`src/rtl/aes_gf_pkg.sv`:
```
// Shared constants and types for the AES GF(2^8) arithmetic blocks.
package aes_gf_pkg;

    // Low byte of the AES reduction polynomial x^8+x^4+x^3+x+1 (0x11B).
    localparam logic [7:0] GF_POLY = 8'h1B;

    // Square-and-multiply rounds needed for x^254 = x^(2+4+...+128).
    localparam int unsigned INV_ITERS = 7;

    // Counter value on the final multiply round.
    localparam logic [2:0] INV_LAST_ITER = 3'(INV_ITERS - 1);

    typedef enum logic [1:0] {
        IDLE = 2'd0,
        SQ   = 2'd1,
        MUL  = 2'd2,
        DONE = 2'd3
    } gf_inv_state_t;

endpackage : aes_gf_pkg

```
`src/rtl/gf256_mul.sv`:
```
// Combinational GF(2^8) multiplier over the AES polynomial.
// Shared by the inverse, forward S-box and MixColumns paths.
module gf256_mul
    import aes_gf_pkg::*;
(
    input  logic [7:0] a,
    input  logic [7:0] b,
    output logic [7:0] p
);

    // Shift-and-add: accumulate a*x^i for each set bit of b, reducing on carry-out.
    always_comb begin
        logic [7:0] a_sh;
        logic [7:0] prod;
        logic       carry;
        a_sh  = a;
        prod  = '0;
        carry = 1'b0;
        for (int unsigned i = 0; i < 8; i++) begin
            if (b[i]) begin
                prod = prod ^ a_sh;
            end
            carry = a_sh[7];
            a_sh  = {a_sh[6:0], 1'b0};
            if (carry) begin
                a_sh = a_sh ^ GF_POLY;
            end
        end
        p = prod;
    end

endmodule : gf256_mul

```
`src/rtl/gf256_inv_seq.sv`:
```
// Iterative GF(2^8) inverter: x^-1 = x^254 using one time-shared multiplier.
// Accepts a byte in IDLE, runs 7 square/multiply pairs, then holds the result in DONE.
module gf256_inv_seq
    import aes_gf_pkg::*;
(
    input  logic       clk,
    input  logic       rst_n,
    input  logic       in_valid,
    output logic       in_ready,
    input  logic [7:0] in_data,
    output logic       out_valid,
    input  logic       out_ready,
    output logic [7:0] out_data
);

    gf_inv_state_t state_q, state_d;
    logic [7:0]    sq_q, sq_d;
    logic [7:0]    acc_q, acc_d;
    logic [2:0]    cnt_q, cnt_d;
    logic          in_ready_q, in_ready_d;
    logic          out_valid_q, out_valid_d;

    logic [7:0]    mul_a;
    logic [7:0]    mul_out;

    // Operand select: squaring in SQ, accumulate-multiply in MUL.
    always_comb begin
        mul_a = (state_q == MUL) ? acc_q : sq_q;
    end

    gf256_mul u_mul (
        .a (mul_a),
        .b (sq_q),
        .p (mul_out)
    );

    // Next-state and datapath update for the square-and-multiply sequence.
    always_comb begin
        state_d = state_q;
        sq_d    = sq_q;
        acc_d   = acc_q;
        cnt_d   = cnt_q;
        unique case (state_q)
            IDLE: begin
                if (in_valid) begin
                    sq_d    = in_data;
                    acc_d   = 8'h01;
                    cnt_d   = '0;
                    state_d = SQ;
                end
            end
            SQ: begin
                sq_d    = mul_out;
                state_d = MUL;
            end
            MUL: begin
                acc_d = mul_out;
                if (cnt_q == INV_LAST_ITER) begin
                    state_d = DONE;
                end else begin
                    cnt_d   = cnt_q + 3'd1;
                    state_d = SQ;
                end
            end
            DONE: begin
                if (out_ready) begin
                    state_d = IDLE;
                end
            end
            default: state_d = IDLE;
        endcase
        // Handshake flags are decoded from the next state so the registered
        // copies always equal a decode of the current state.
        in_ready_d  = (state_d == IDLE);
        out_valid_d = (state_d == DONE);
    end

    // State, datapath and handshake registers with asynchronous reset.
    always_ff @(posedge clk or negedge rst_n) begin
        if (!rst_n) begin
            state_q     <= IDLE;
            sq_q        <= '0;
            acc_q       <= '0;
            cnt_q       <= '0;
            in_ready_q  <= 1'b1;
            out_valid_q <= 1'b0;
        end else begin
            state_q     <= state_d;
            sq_q        <= sq_d;
            acc_q       <= acc_d;
            cnt_q       <= cnt_d;
            in_ready_q  <= in_ready_d;
            out_valid_q <= out_valid_d;
        end
    end

    assign in_ready  = in_ready_q;
    assign out_valid = out_valid_q;
    assign out_data  = acc_q;

endmodule : gf256_inv_seq
```
`config.mk`:
```
export PLATFORM = sky130hd
export DESIGN_NAME = gf256_inv_seq
export DESIGN_NICKNAME = d
export VERILOG_FILES = /design/src/rtl/aes_gf_pkg.sv /design/src/rtl/gf256_mul.sv /design/src/rtl/gf256_inv_seq.sv
export SDC_FILE = /design/constraint.sdc
export NUM_CORES = 1
export LEC_CHECK = 0
export CORE_MARGIN = 1
export CORE_UTILIZATION = 40
export DETAILED_ROUTE_END_ITERATION = 6
export PLACE_DENSITY = 0.66
export SKIP_LAST_GASP = 1
export SLEW_MARGIN = 20
export SYNTH_ARGS = -nofsm -noshare
export SYNTH_HDL_FRONTEND = slang
export SYNTH_SLANG_ARGS = --single-unit
```
`constraint.sdc`:
```
create_clock -name clk -period 6.4 [get_ports clk]
set_clock_uncertainty 0.15 [all_clocks]
set_input_delay 0.96 -clock clk [delete_from_list [all_inputs] [get_ports clk]]
set_output_delay 0.96 -clock clk [all_outputs]
set_load 0.01 [all_outputs]
```
Yosys cells after proc, flatten, opt, wreduce, memory -nomap -nowiden
Cells that the tools add are included.

Register bits after elaboration: 23. Bits of input ports: 12. Output and inout port bits: 10. Logic and storage cells: 62.

Reductions and logical operators: 7. Bitwise gates (word level): 14. Mux-type cells: 27. Equal/unequal tests: 7. Add/sub/neg operators: 1.

Operator list (count): 8-bit two-way mux (11); 8-bit bitwise XOR (7); 5-bit two-way mux (7); 8-bit case mux with 2 select lines (2); 4-bit NOT (7); 2-bit case mux with 4 select lines (1); 2-bit == test (second input constant) (3); 2-bit two-way mux (3); 3-bit two-way mux (2); 3-bit case mux with 2 select lines (1); 2-bit zero test (2); 2-bit inequality test (second input constant) (2); 2-bit AND reduction (2); 2-bit nonzero test (2); 3-bit by 1-bit adder with 3-bit output (second input constant) (1); 3-bit == test (second input constant) (1); 3-bit AND reduction (1); 2-bit by 1-bit == test with 1-bit output (second input constant) (1).

Depth between registers and ports, before layout
Gate-level depths: netlist of the first run.

Word-level depth: 19. Mapped depth: 12. Gate-level depth less buffers: 8.

Modules after synthesis
From an unflattened synthesis of the first run, not the netlist that was laid out.

Cells, all modules: 283. Area total of the unflattened synthesis: 2489.9 um^2.

By module, submodules not included: gf256_mul (times used 1, area each 1331.3 um^2, sequential area each 0.0 um^2, cells an instance 169); gf256_inv_seq (times used 1, area each 1158.6 um^2, sequential area each 576.8 um^2, cells an instance 114).

Least setup slack after synthesis of the first run
Ideal clock, no wire load.

Path type: reg2reg. Start point: reg acc_q[6], in the netlist out_data[6]. End point: reg sq_q[4]. Data arrival time: 2.200 ns. Stages on the path, launching flop included: 10. Buffers on the path: 1. Path slack: 3.910 ns. Setup time: 0.140 ns. Clock period less this slack: 2.490 ns. Data required time: 6.110 ns. Cell sequence: dfrtp_1 > buf_4 > xnor3_2 > mux2i_4 > xor2_1 > xor2_1 > mux2_2 > a21oi_2 > xnor2_1 > a21oi_1.

Word-level cells in the longest chain between the ends: 15. Elaborated cells on any way between the ends: 25. Classes of those cells: 14 x mux; 11 x bitwise.

Ends and longest elaborated chain: start: declaration (line gf256_inv_seq.sv:18) `logic [7:0] acc_q, acc_d;`; start signal: assignment (line gf256_inv_seq.sv:83) `acc_q <= '0;`; start signal: assignment (line gf256_inv_seq.sv:90) `acc_q <= acc_d;`; 8-bit two-way mux (*) (line gf256_inv_seq.sv:28) `mul_a = (state_q == MUL) ? acc_q : sq_q;`; 5-bit two-way mux (*) (line gf256_mul.sv:25) `if (carry) begin`; 8-bit bitwise XOR or 4-bit NOT (tied branches); 8-bit two-way mux or 5-bit two-way mux (tied branches) (line gf256_mul.sv:20, gf256_mul.sv:25); 8-bit bitwise XOR (line gf256_mul.sv:21) `prod = prod ^ a_sh;`; 8-bit two-way mux (line gf256_mul.sv:20) `if (b[i]) begin`; 8-bit bitwise XOR (line gf256_mul.sv:21); 8-bit two-way mux (line gf256_mul.sv:20); 8-bit bitwise XOR (line gf256_mul.sv:21); 8-bit two-way mux (line gf256_mul.sv:20); 8-bit bitwise XOR (line gf256_mul.sv:21); 8-bit two-way mux (line gf256_mul.sv:20); 8-bit bitwise XOR (line gf256_mul.sv:21); 8-bit two-way mux (*) (line gf256_mul.sv:20); 8-bit case mux with 2 select lines (*) (line gf256_inv_seq.sv:43) `unique case (state_q)`; end signal: assignment (line gf256_inv_seq.sv:89) `sq_q <= sq_d;`; end: declaration (line gf256_inv_seq.sv:17) `logic [7:0] sq_q, sq_d;`.

Every way passes the cells marked *; elsewhere a longest branch is shown, timed or not. A chain may end at the register's enable or synchronous reset.

Final worst setup path of the first run
Start point: reg state_q[1]. End point: reg sq_q[4].

Word-level cells in the longest chain between the ends: 19. Elaborated cells on any way between the ends: 37. Classes of those cells: 3 x eq/ne; 17 x mux; 14 x bitwise; 3 x reduce/logical.

Ends and longest elaborated chain: start: declaration (line gf256_inv_seq.sv:16) `gf_inv_state_t state_q, state_d;`; start signal: assignment (line gf256_inv_seq.sv:88) `state_q <= state_d;`; 2-bit == test (line gf256_inv_seq.sv:28); 8-bit two-way mux (line gf256_inv_seq.sv:28); 4-bit NOT (no source line); 5-bit two-way mux (line gf256_mul.sv:25); 8-bit bitwise XOR or 4-bit NOT (tied branches); 8-bit two-way mux or 5-bit two-way mux (tied branches) (line gf256_mul.sv:20, gf256_mul.sv:25); 8-bit bitwise XOR (line gf256_mul.sv:21); 8-bit two-way mux (line gf256_mul.sv:20); [3 not listed]; 8-bit two-way mux (line gf256_mul.sv:20); 8-bit bitwise XOR (line gf256_mul.sv:21); 8-bit two-way mux (line gf256_mul.sv:20); 8-bit bitwise XOR (line gf256_mul.sv:21); 8-bit two-way mux (line gf256_mul.sv:20); 8-bit bitwise XOR (line gf256_mul.sv:21); 8-bit two-way mux (line gf256_mul.sv:20); 8-bit case mux with 2 select lines (line gf256_inv_seq.sv:43).

Several ways; a longest one is shown, not always the timed one.

==> results.md, run 1 <==
- Die area: 0.00693 mm2
- Req. time, crit path: 6.38 ns
- Total GRT Usage: about 20%
- Die W: approximately 83 um
- Initial antenna violation count: 0
- Diode count: 0
- Hold crit path type: register to register
- Pin count of the biggest net entering global routing: 36
- Filler instances: 606
- WS Path Type: register to register
- Global-route wire length before repair: 11.0 mm
- Post-Syn Instances: between 300 and 400
- Hold Vio Cnt, Final: 0
- Register Area: 577 um2
- Register-to-Register Path Depth: 8
- Top post-synthesis cells by area: dfrtp_1 21%, xnor2_1 18%, nand2_1 8.7%
- Yosys cell types: 46
- Worst skew pair latency: roughly 0.27 ns
- Top_reg_cell synth: dfrtp_1
- Drt pass-1 iters: 4
- CP startpoint kind: register
- Postcts setup bufs: 0
- Antenna Nets Post-Route: 0
- Max-slew violations: 0
- CP max FO: 35
- Syn_nets: 317
- Total global routing overflow: 0
- Setup_tns: 0 ns
- Tmin final: 3.31 ns
- Vias in the first global route: 2024
- Wirelength per Cell: between 15 and 20 um
- CTS tree: built
- MaxCap Viol Count: 0
- Reg clk slew, reported paths: 0.09 ns
- Via/cell ratio: between 5 and 6
- Fin Hold WS: roughly 0.4 ns
- Total Wirelength: roughly 6.6 mm
- CTS Buffer Depth: 2
- Reg2reg setup slack: around 3.1 ns
- Num CTS Buffers: 3
- Starting Density: about two fifths
- Mean post-synth cell area: roughly 8.7 um2
- Placer's final routability congestion estimate: 0.922
- Htree depth: 1
- Finish-stage setup viols: 0
- Critical path capture point type: register
- Number of enable flip-flop cells after synthesis: 0
- Synth Register Bits: 23
- Hold Path Cell Cnt: 1
- Arr. time, crit path: 3.28 ns
- Hold buffer count at cts: 0
- Post-cts resize count: 0
- Status: completed
- Leading area contributor after synthesis: dfrtp_1
- Rows: 29
- Tcrit/Tclk final: around half
- Post-synth top area share: 20.9%
- Fin nets: ~320
- Util after Layout: 45.2%
- Core ar.: approximately 0.0063 mm2
- Ys Warns: 0
- Layout cells sized above 1: just over 8%
- Root Buffer: clkbuf_8
- Area growth, synth to finish: 8.77%
- Async SR Flop Fraction: 100%
- Area of the multi-input gates: 0.00191 mm2
- F_max: between 0.3 and 0.4 GHz
- Transition time of the tightest slew-check pin: slightly above 0.9 ns
- Netlist Area Pre-Place: 0.00264 mm2
- Die Y: approximately 83 um
- Post-detail-place hpwl: around 4.7 mm
- Initial drt markers: 200
- Slew margin rel.: 39.0%
- Drt drc: 0
- Sequential-to-total area share from yosys stat: 21.8%
- IO buf count: 21
- Unrepaired setup endpoints after global routing: no
- Clk sinks: 23
- Vias: 2137
- Ports: 22
[cell usage after synthesis, types with 5 or more instances]
master    instances
a21oi_1          18
buf_4             6
clkbuf_1          9
dfrtp_1          22
mux2i_1           5
nand2_1          61
nand2b_1          5
nor2_1            7
nor2b_1           5
o21ai_0          10
o21ai_1           6
o32ai_1           8
xnor2_1          54
xnor3_1           8
xor2_1           22
[path summary, 6_finish.rpt]
path	from	to
setup / recovery	state_q[1]$_DFF_PN0_	sq_q[4]$_DFFE_PN0P_
hold reg to reg	cnt_q[0]$_DFFE_PN0P_	cnt_q[0]$_DFFE_PN0P_
min in group asynchronous	rst_n	out_valid$_DFF_PN0_
max in group asynchronous	rst_n	in_ready$_DFF_PN1_
setup reg to reg	state_q[1]$_DFF_PN0_	sq_q[4]$_DFFE_PN0P_
hold / removal	cnt_q[0]$_DFFE_PN0P_	cnt_q[0]$_DFFE_PN0P_
[metal layers]
metal	vias to the layer above	wire length, um	track usage, %	share of wire (%)
met3	11	478	2.39	7.2
met2	80	3110	30.3	47
li1	1030	-	-	-
met1	1016	2900	29.9	44
met4	0	116	5.80	1.8
met5	-	0	0	0
[registers in the layout, indices dropped and copies added (netlist names)]
name / count
in_ready: 1
out_data: 8
sq_q: 8
cnt_q: 3
state_q: 2
out_valid: 1
[critical path: stages, from the launching register on]
cell	delay, ns
dfrtp_1	0.59
nand2b_2	0.75
mux2i_4	0.46
nand2_1	0.11
xnor2_1	0.22
xnor2_1	0.14
xnor3_1	0.43
xnor2_1	0.21
a21oi_1	0.09
[area by class of cell]
class,instances,share of cell area [%]
Timing Repair Buffer,24,7.93
Clock buffer,3,1.44
Inverter,4,0.523
Clock inverter,1,0.261
Sequential cell,23,20.1
Multi-Input combinational cell,252,66.4
Tap cell,77,3.36
[cell families after synthesis]
kind of cell / Yosys count / synth area share [%]
mux: 15 / 8.10
xor+xnor: 86 / 33.6
fa+ha+maj: 2 / 0.948
simple gates: 88 / 14.6
compound gates: 61 / 14.9
flops: 23 / 21.8
buf+inv: 28 / 6.02
[stage by stage]
stage | cells | area (um2) | setup slack, ns
final | 384 | 2870 | 3.09
after CTS | 384 | 2880 | 3.11
after global routing | 384 | 2870 | 2.76
after floorplan | 303 | 2640 | 3.91
after global placement | 380 | 2830 | 3.20
after detailed placement | 380 | 2830 | 3.14
[cell usage in the layout (no fill, tap or decap), types with 7 or more instances in the layout]
cell type / instances
nor2_1: 7
xnor3_1: 8
xnor2_1: 54
xor2_1: 22
o21ai_0: 10
o32ai_1: 8
clkdlybuf4s50_1: 20
a21oi_1: 18
dfrtp_1: 22
nand2_1: 61
Power of run 1 is left out: the tool's default activity adds up to more than one toggle a clock period on the data nets, which glitch-free logic cannot reach.
==> inputs of run 2 (changes only) <==
- clock period: 6.4 -> 3.5 ns (I/O delays scaled with it)
==> run 2 against run 1 <==
Maximum frequency is 6.3% higher. Critical path depth is 1 higher. Register-to-register slack worse by 2.7 ns. Setup slack worse by 2.7 ns. Non-clock buffer count is 9 higher. First-iteration DRC count is 13% lower. Die area stayed put. Highest routed layer unchanged.
==> results.md, run 2 (synthesis results as in run 1) <==
- Status: completed
- Vias: 2132 (-0.23%)
- Initial drt markers: 175 (-13%)
- Arr. time, crit path: 3.10 ns (-0.18 ns)
- Die area: 0.00693 mm2 (unchanged)
- Slew margin rel.: 44.4% (+5.5 points)
- MaxCap Viol Count: 0 (unchanged)
- CP peak stage delay: 0.70 ns (-0.05 ns)
- Filler instances: 589 (-2.8%)
- CTS Buffer Depth: 2 (unchanged)
- Finish-stage setup viols: 0 (unchanged)
- PnR worst setup slack: 0.390 ns (-2.70 ns)
- Starting Density: 41.6% (unchanged)
- Unrepaired setup endpoints after global routing: no
- Total GRT Usage: 20.2% (+0.18 points)
- Reg clk slew, reported paths: 0.08 ns (about the same)
- Critical path capture point type: register
- CP max FO: 18 (-49%)
- Util after Layout: 46.2% (+1.0 points)
- Area growth, synth to finish: 11.2%
- Drt drc: 0 (unchanged)
- Pin count of the biggest net entering global routing: 25 (-31%)
- Core ar.: 0.00635 mm2 (unchanged)
- CP Cell Sequence: nor2b_1 -> buf_4 -> mux2i_1 -> nor2b_1 -> xor2_1 -> xnor2_1 -> xnor3_1 -> xnor2_1 -> a21oi_1
- Via/cell ratio: 5.42 (-2.5%)
- Most common cell after layout, fill and taps aside: nand2_1
- Post-detail-place hpwl: 4.85 mm (+2.6%)
- Post-cts resize count: 0 (unchanged)
- CTS tree: built
- CP startpoint kind: register
- Hold buffer count at cts: 0 (unchanged)
- Htree depth: 1 (unchanged)
- Slowest stage cell, crit path: dfrtp_1
- Initial antenna violation count: 0 (unchanged)
- Antenna Nets Post-Route: 0 (unchanged)
- Die W: 83.2 um (unchanged)
- WS Path Type: register to register
- Drt pass-1 iters: 4 (unchanged)
- Total Wirelength: 6.52 mm (-1.2%)
- Tcrit/Tclk final: 88.9% (+37 points)
- Placer's final routability congestion estimate: 0.877 (-4.9%)
- Total global routing overflow: 0 (unchanged)
- Die Y: 83.2 um (unchanged)
- Hold crit path type: input port to async pin
- Num CTS Buffers: 3 (unchanged)
- Hold Vio Cnt, Final: 0 (unchanged)
- Diode count: 0 (unchanged)
- IO buf count: 21 (unchanged)
- Global-route wire length before repair: 11.2 mm (+1.6%)
- Postcts setup bufs: 0 (unchanged)
- Tmin final: 3.11 ns (-0.197 ns)
- Wirelength per Cell: 16.6 um (-3.5%)
- Req. time, crit path: 3.49 ns (-2.89 ns)
- Setup_tns: 0 ns (unchanged)
- Fin nets: 331 (+2.8%)
- Rows: 29 (unchanged)
- Vias in the first global route: 2193 (+8.3%)
- F_max: 0.322 GHz (+6.3%)
- Layout cells sized above 1: 10.8% (+2.6 points)
- Transition time of the tightest slew-check pin: 0.825 ns (-0.0906 ns)
- Max-slew violations: 0 (unchanged)
- Root Buffer: clkbuf_8
- Dpl ws: 0.463 ns (-2.67 ns)
- Register-to-Register Path Depth: 9 (+1)
- Most frequent cells in the layout: 61 x nand2_1, 54 x xnor2_1, 22 x xor2_1, 22 x dfrtp_1, 20 x clkdlybuf4s50_1
- Fin Hold WS: 0.0656 ns (-0.330 ns)
- Ports: 22 (unchanged)
- Worst skew pair latency: 0.27 ns (about the same)
- Clk sinks: 23 (unchanged)
-- run 2: final cells by class --
| type | instances | area [um2] | area share [%] |
|---|---|---|---|
| repair buffers | 33 | 295 | 10.1 |
| well taps | 77 | 96.3 | 3.28 |
| flip-flops and latches | 23 | 577 | 19.6 |
| clock buffers | 3 | 41.3 | 1.41 |
| inverters | 4 | 15.0 | 0.511 |
| multi-input cells | 252 | 1910 | 64.9 |
| clock inverters | 1 | 5.00 | 0.170 |
-- run 2: metal layers --
layer | vias up | share of wire [%] | global-route usage [%]
met2 | 62 | 46 | 32.1
met1 | 1004 | 45 | 27.8
met3 | 17 | 5.1 | 3.38
li1 | 1049 | - | -
met4 | 0 | 3.0 | 7.05
met5 | - | 0 | 0
-- run 2: path summary, 6_finish.rpt --
| check | from | endpoint | slack [ns] |
|---|---|---|---|
| worst max-delay path | state_q[1]$_DFF_PN0_ | sq_q[5]$_DFFE_PN0P_ | 0.39 |
| worst min-delay path | rst_n | state_q[1]$_DFF_PN0_ | 0.07 |
| worst max register to register | state_q[1]$_DFF_PN0_ | sq_q[5]$_DFFE_PN0P_ | 0.39 |
| worst min register to register | cnt_q[0]$_DFFE_PN0P_ | cnt_q[0]$_DFFE_PN0P_ | 0.38 |
| max in group asynchronous | rst_n | in_ready$_DFF_PN1_ | 2.78 |
| min in group clk | cnt_q[0]$_DFFE_PN0P_ | cnt_q[0]$_DFFE_PN0P_ | 0.38 |
-- run 2: critical path: cells and delay by family (launching register included) --
family / cells / cell delay (ns)
xor gates and xnor gates: 4 / 1.00
and+or+nand+nor: 2 / 0.35
AOI/OAI and AO/OA: 1 / 0.10
DFF: 1 / 0.70
buffers and inverters: 1 / 0.27
muxes: 1 / 0.40
-- run 2: per-stage QoR --
| stage | instances | instance area, um2 |
|---|---|---|
| 4_1_cts | 393 | 2940 |
| 3_5_place_dp | 389 | 2900 |
| 6_report | 393 | 2940 |
| 2_1_floorplan | 303 | 2640 |
| 3_3_place_gp | 389 | 2900 |
| 5_1_grt | 393 | 2940 |
Power of run 2 is left out for the same reason.
==> inputs of run 3 (changes only) <==
- DONT_BUFFER_PORTS: not set -> 1
- PLACE_DENSITY: 0.66 -> 0.61
==> run 3 against run 2 <==
First-iteration DRC count down 15%. Flip-flop and latch count is the same. Cell count shrank 5.1%. Sequential share of layout area increased by 1.3 points. Worst hold slack better by 0.0065 ns. Via count is 3.1% lower. Core utilization down 2.9 points. Routed wire length grew 2.1%. Clock-buffer cell count stayed put. Non-clock buffer count shrank 20. Critical path depth unchanged. Critical path type unchanged. Critical endpoint is now sq_q[4]$_DFFE_PN0P_. Largest cell class unchanged.
==> results.md, run 3 (synthesis results as in run 1) <==
- Hold buffer count at cts: 1 (+1)
- Dpl cells: 368 (-5.4%)
- Total global routing overflow: 0 (unchanged)
- Finish-stage setup viols: 0 (unchanged)
- Fin Hold WS: 0.0721 ns (+0.00652 ns)
- Vias in the first global route: 2010 (-8.3%)
- Most frequent cells in the layout: 61 x nand2_1, 54 x xnor2_1, 22 x xor2_1, 22 x dfrtp_1, 18 x a21oi_1
- CP max FO: 18 (unchanged)
- Worst skew pair latency: 0.28 ns (about the same)
- Layout cells sized above 1: 11.5% (+0.73 points)
- Req. time, crit path: 3.48 ns (about the same)
- Drt drc: 0 (unchanged)
- Antenna Nets Post-Route: 0 (unchanged)
- Root Buffer: clkbuf_8
- IO buf count: 0 (-100%)
- Die Y: 83.2 um (unchanged)
- Clk sinks: 23 (unchanged)
- Status: completed
- Drt pass-1 iters: 4 (unchanged)
- Total Wirelength: 6.66 mm (+2.1%)
- Global-route wire length before repair: 10.8 mm (-3.3%)
- Htree depth: 1 (unchanged)
- F_max: 0.330 GHz (+2.5%)
- Post-cts resize count: 0 (unchanged)
- Slew margin rel.: 50.5% (+6.0 points)
- Postcts setup bufs: 0 (unchanged)
- Via/cell ratio: 5.54 (+2.1%)
- Pin count of the biggest net entering global routing: 24 (-4.0%)
- Rows: 29 (unchanged)
- CP Cell Sequence: nand2b_2 -> buf_4 -> mux2i_4 -> xor2_1 -> xor2_1 -> mux2_2 -> a21oi_2 -> xnor2_1 -> a21oi_1
- CP delay by family, top: multiplexers
- Post-detail-place hpwl: 5.02 mm (+3.5%)
- CTS Buffer Depth: 2 (unchanged)
- Transition time of the tightest slew-check pin: 0.743 ns (-0.0820 ns)
- Setup_tns: 0 ns (unchanged)
- Die W: 83.2 um (unchanged)
- CP bufs+invs: 1 (unchanged)
- CP startpoint kind: register
- Vias: 2066 (-3.1%)
- Register-to-Register Path Depth: 9 (unchanged)
- Unrepaired setup endpoints after global routing: no
- Initial drt markers: 149 (-15%)
- Die area: 0.00693 mm2 (unchanged)
- Ports: 22 (unchanged)
- Non-Filler Instances: 373 (-5.1%)
- Fin nets: 311 (-6.0%)
- Reg2reg setup slack: 0.47 ns (+0.08 ns)
- Num CTS Buffers: 3 (unchanged)
- CTS tree: built
- Starting Density: 41.6% (unchanged)
- Core ar.: 0.00635 mm2 (unchanged)
- Reg clk slew, reported paths: 0.09 ns (about the same)
- WS Path Type: register to register
- Wirelength per Cell: 17.9 um (+7.6%)
- MaxCap Viol Count: 0 (unchanged)
- Diode count: 0 (unchanged)
- Most common cell after layout, fill and taps aside: nand2_1
- Area growth, synth to finish: 4.22%
- Tmin final: 3.03 ns (-0.0766 ns)
- Critical path capture point type: register
- Max-slew violations: 0 (unchanged)
- Critical R2R Launch: state_q[1]$_DFF_PN0_
- Initial antenna violation count: 0 (unchanged)
- Tcrit/Tclk final: 86.7% (-2.2 points)
- Placer's final routability congestion estimate: 0.870 (-0.90%)
- Arr. time, crit path: 3.02 ns (-0.08 ns)
- Reg-to-reg critical path endpoint: sq_q[4]$_DFFE_PN0P_
- Total GRT Usage: 19.7% (-0.54 points)
- Slowest stage cell, crit path: dfrtp_1
- Hold Vio Cnt, Final: 0 (unchanged)
- Hold crit path type: input port to async pin
- CP peak stage delay: 0.58 ns (-0.12 ns)
- CP most frequent cell: xor2_1
==> run 3: routing by layer <==
layer | vias to the layer above | wire [um] | GRT usage [%]
li1 | 1006 | - | -
met3 | 6 | 404 | 3.78
met1 | 995 | 3080 | 28.0
met2 | 59 | 3120 | 31.5
met4 | 0 | 63 | 3.13
met5 | - | 0 | 0
==> run 3: through the flow <==
step                      util (%)  instance area, um2  setup WS, ns
after global routing          43.3                2750         0.259
after global placement        42.5                2700         0.512
after CTS                     43.4                2760         0.468
final                         43.3                2750         0.466
after detailed placement      42.5                2700         0.491
after floorplan                  -                2640          1.01
==> run 3: cell type report <==
type	instances	area (um2)
clock buffer	3	41.3
clock inverter	1	7.51
fill	629	3600
inverter	4	15.0
multi-input combinational	252	1910
sequential	23	577
tap	77	96.3
timing repair buffer	13	108
==> run 3: worst max path at each step <==
stage                       startpoint             endpoint  slack (ns)  depth (start not counted)
3_5_place_dp      state_q[1]$_DFF_PN0_  sq_q[4]$_DFFE_PN0P_        0.49                          9
3_3_place_gp      state_q[1]$_DFF_PN0_  sq_q[4]$_DFFE_PN0P_        0.51                          9
6_report          state_q[1]$_DFF_PN0_  sq_q[4]$_DFFE_PN0P_        0.47                          9
5_1_grt           state_q[1]$_DFF_PN0_  sq_q[5]$_DFFE_PN0P_        0.26                          9
2_1_floorplan  out_data[6]$_DFFE_PN0P_  sq_q[4]$_DFFE_PN0P_        1.01                          9
4_1_cts           state_q[1]$_DFF_PN0_  sq_q[5]$_DFFE_PN0P_        0.47                          9
==> run 3: worst reg2reg max path, cell delays in order, from the launching register on <==
cell,delay (ns)
dfrtp_1,0.58
nand2b_2,0.31
buf_4,0.31
mux2i_4,0.40
xor2_1,0.28
xor2_1,0.15
mux2_2,0.29
a21oi_2,0.15
xnor2_1,0.16
a21oi_1,0.10
Power of run 3 is left out for the same reason.
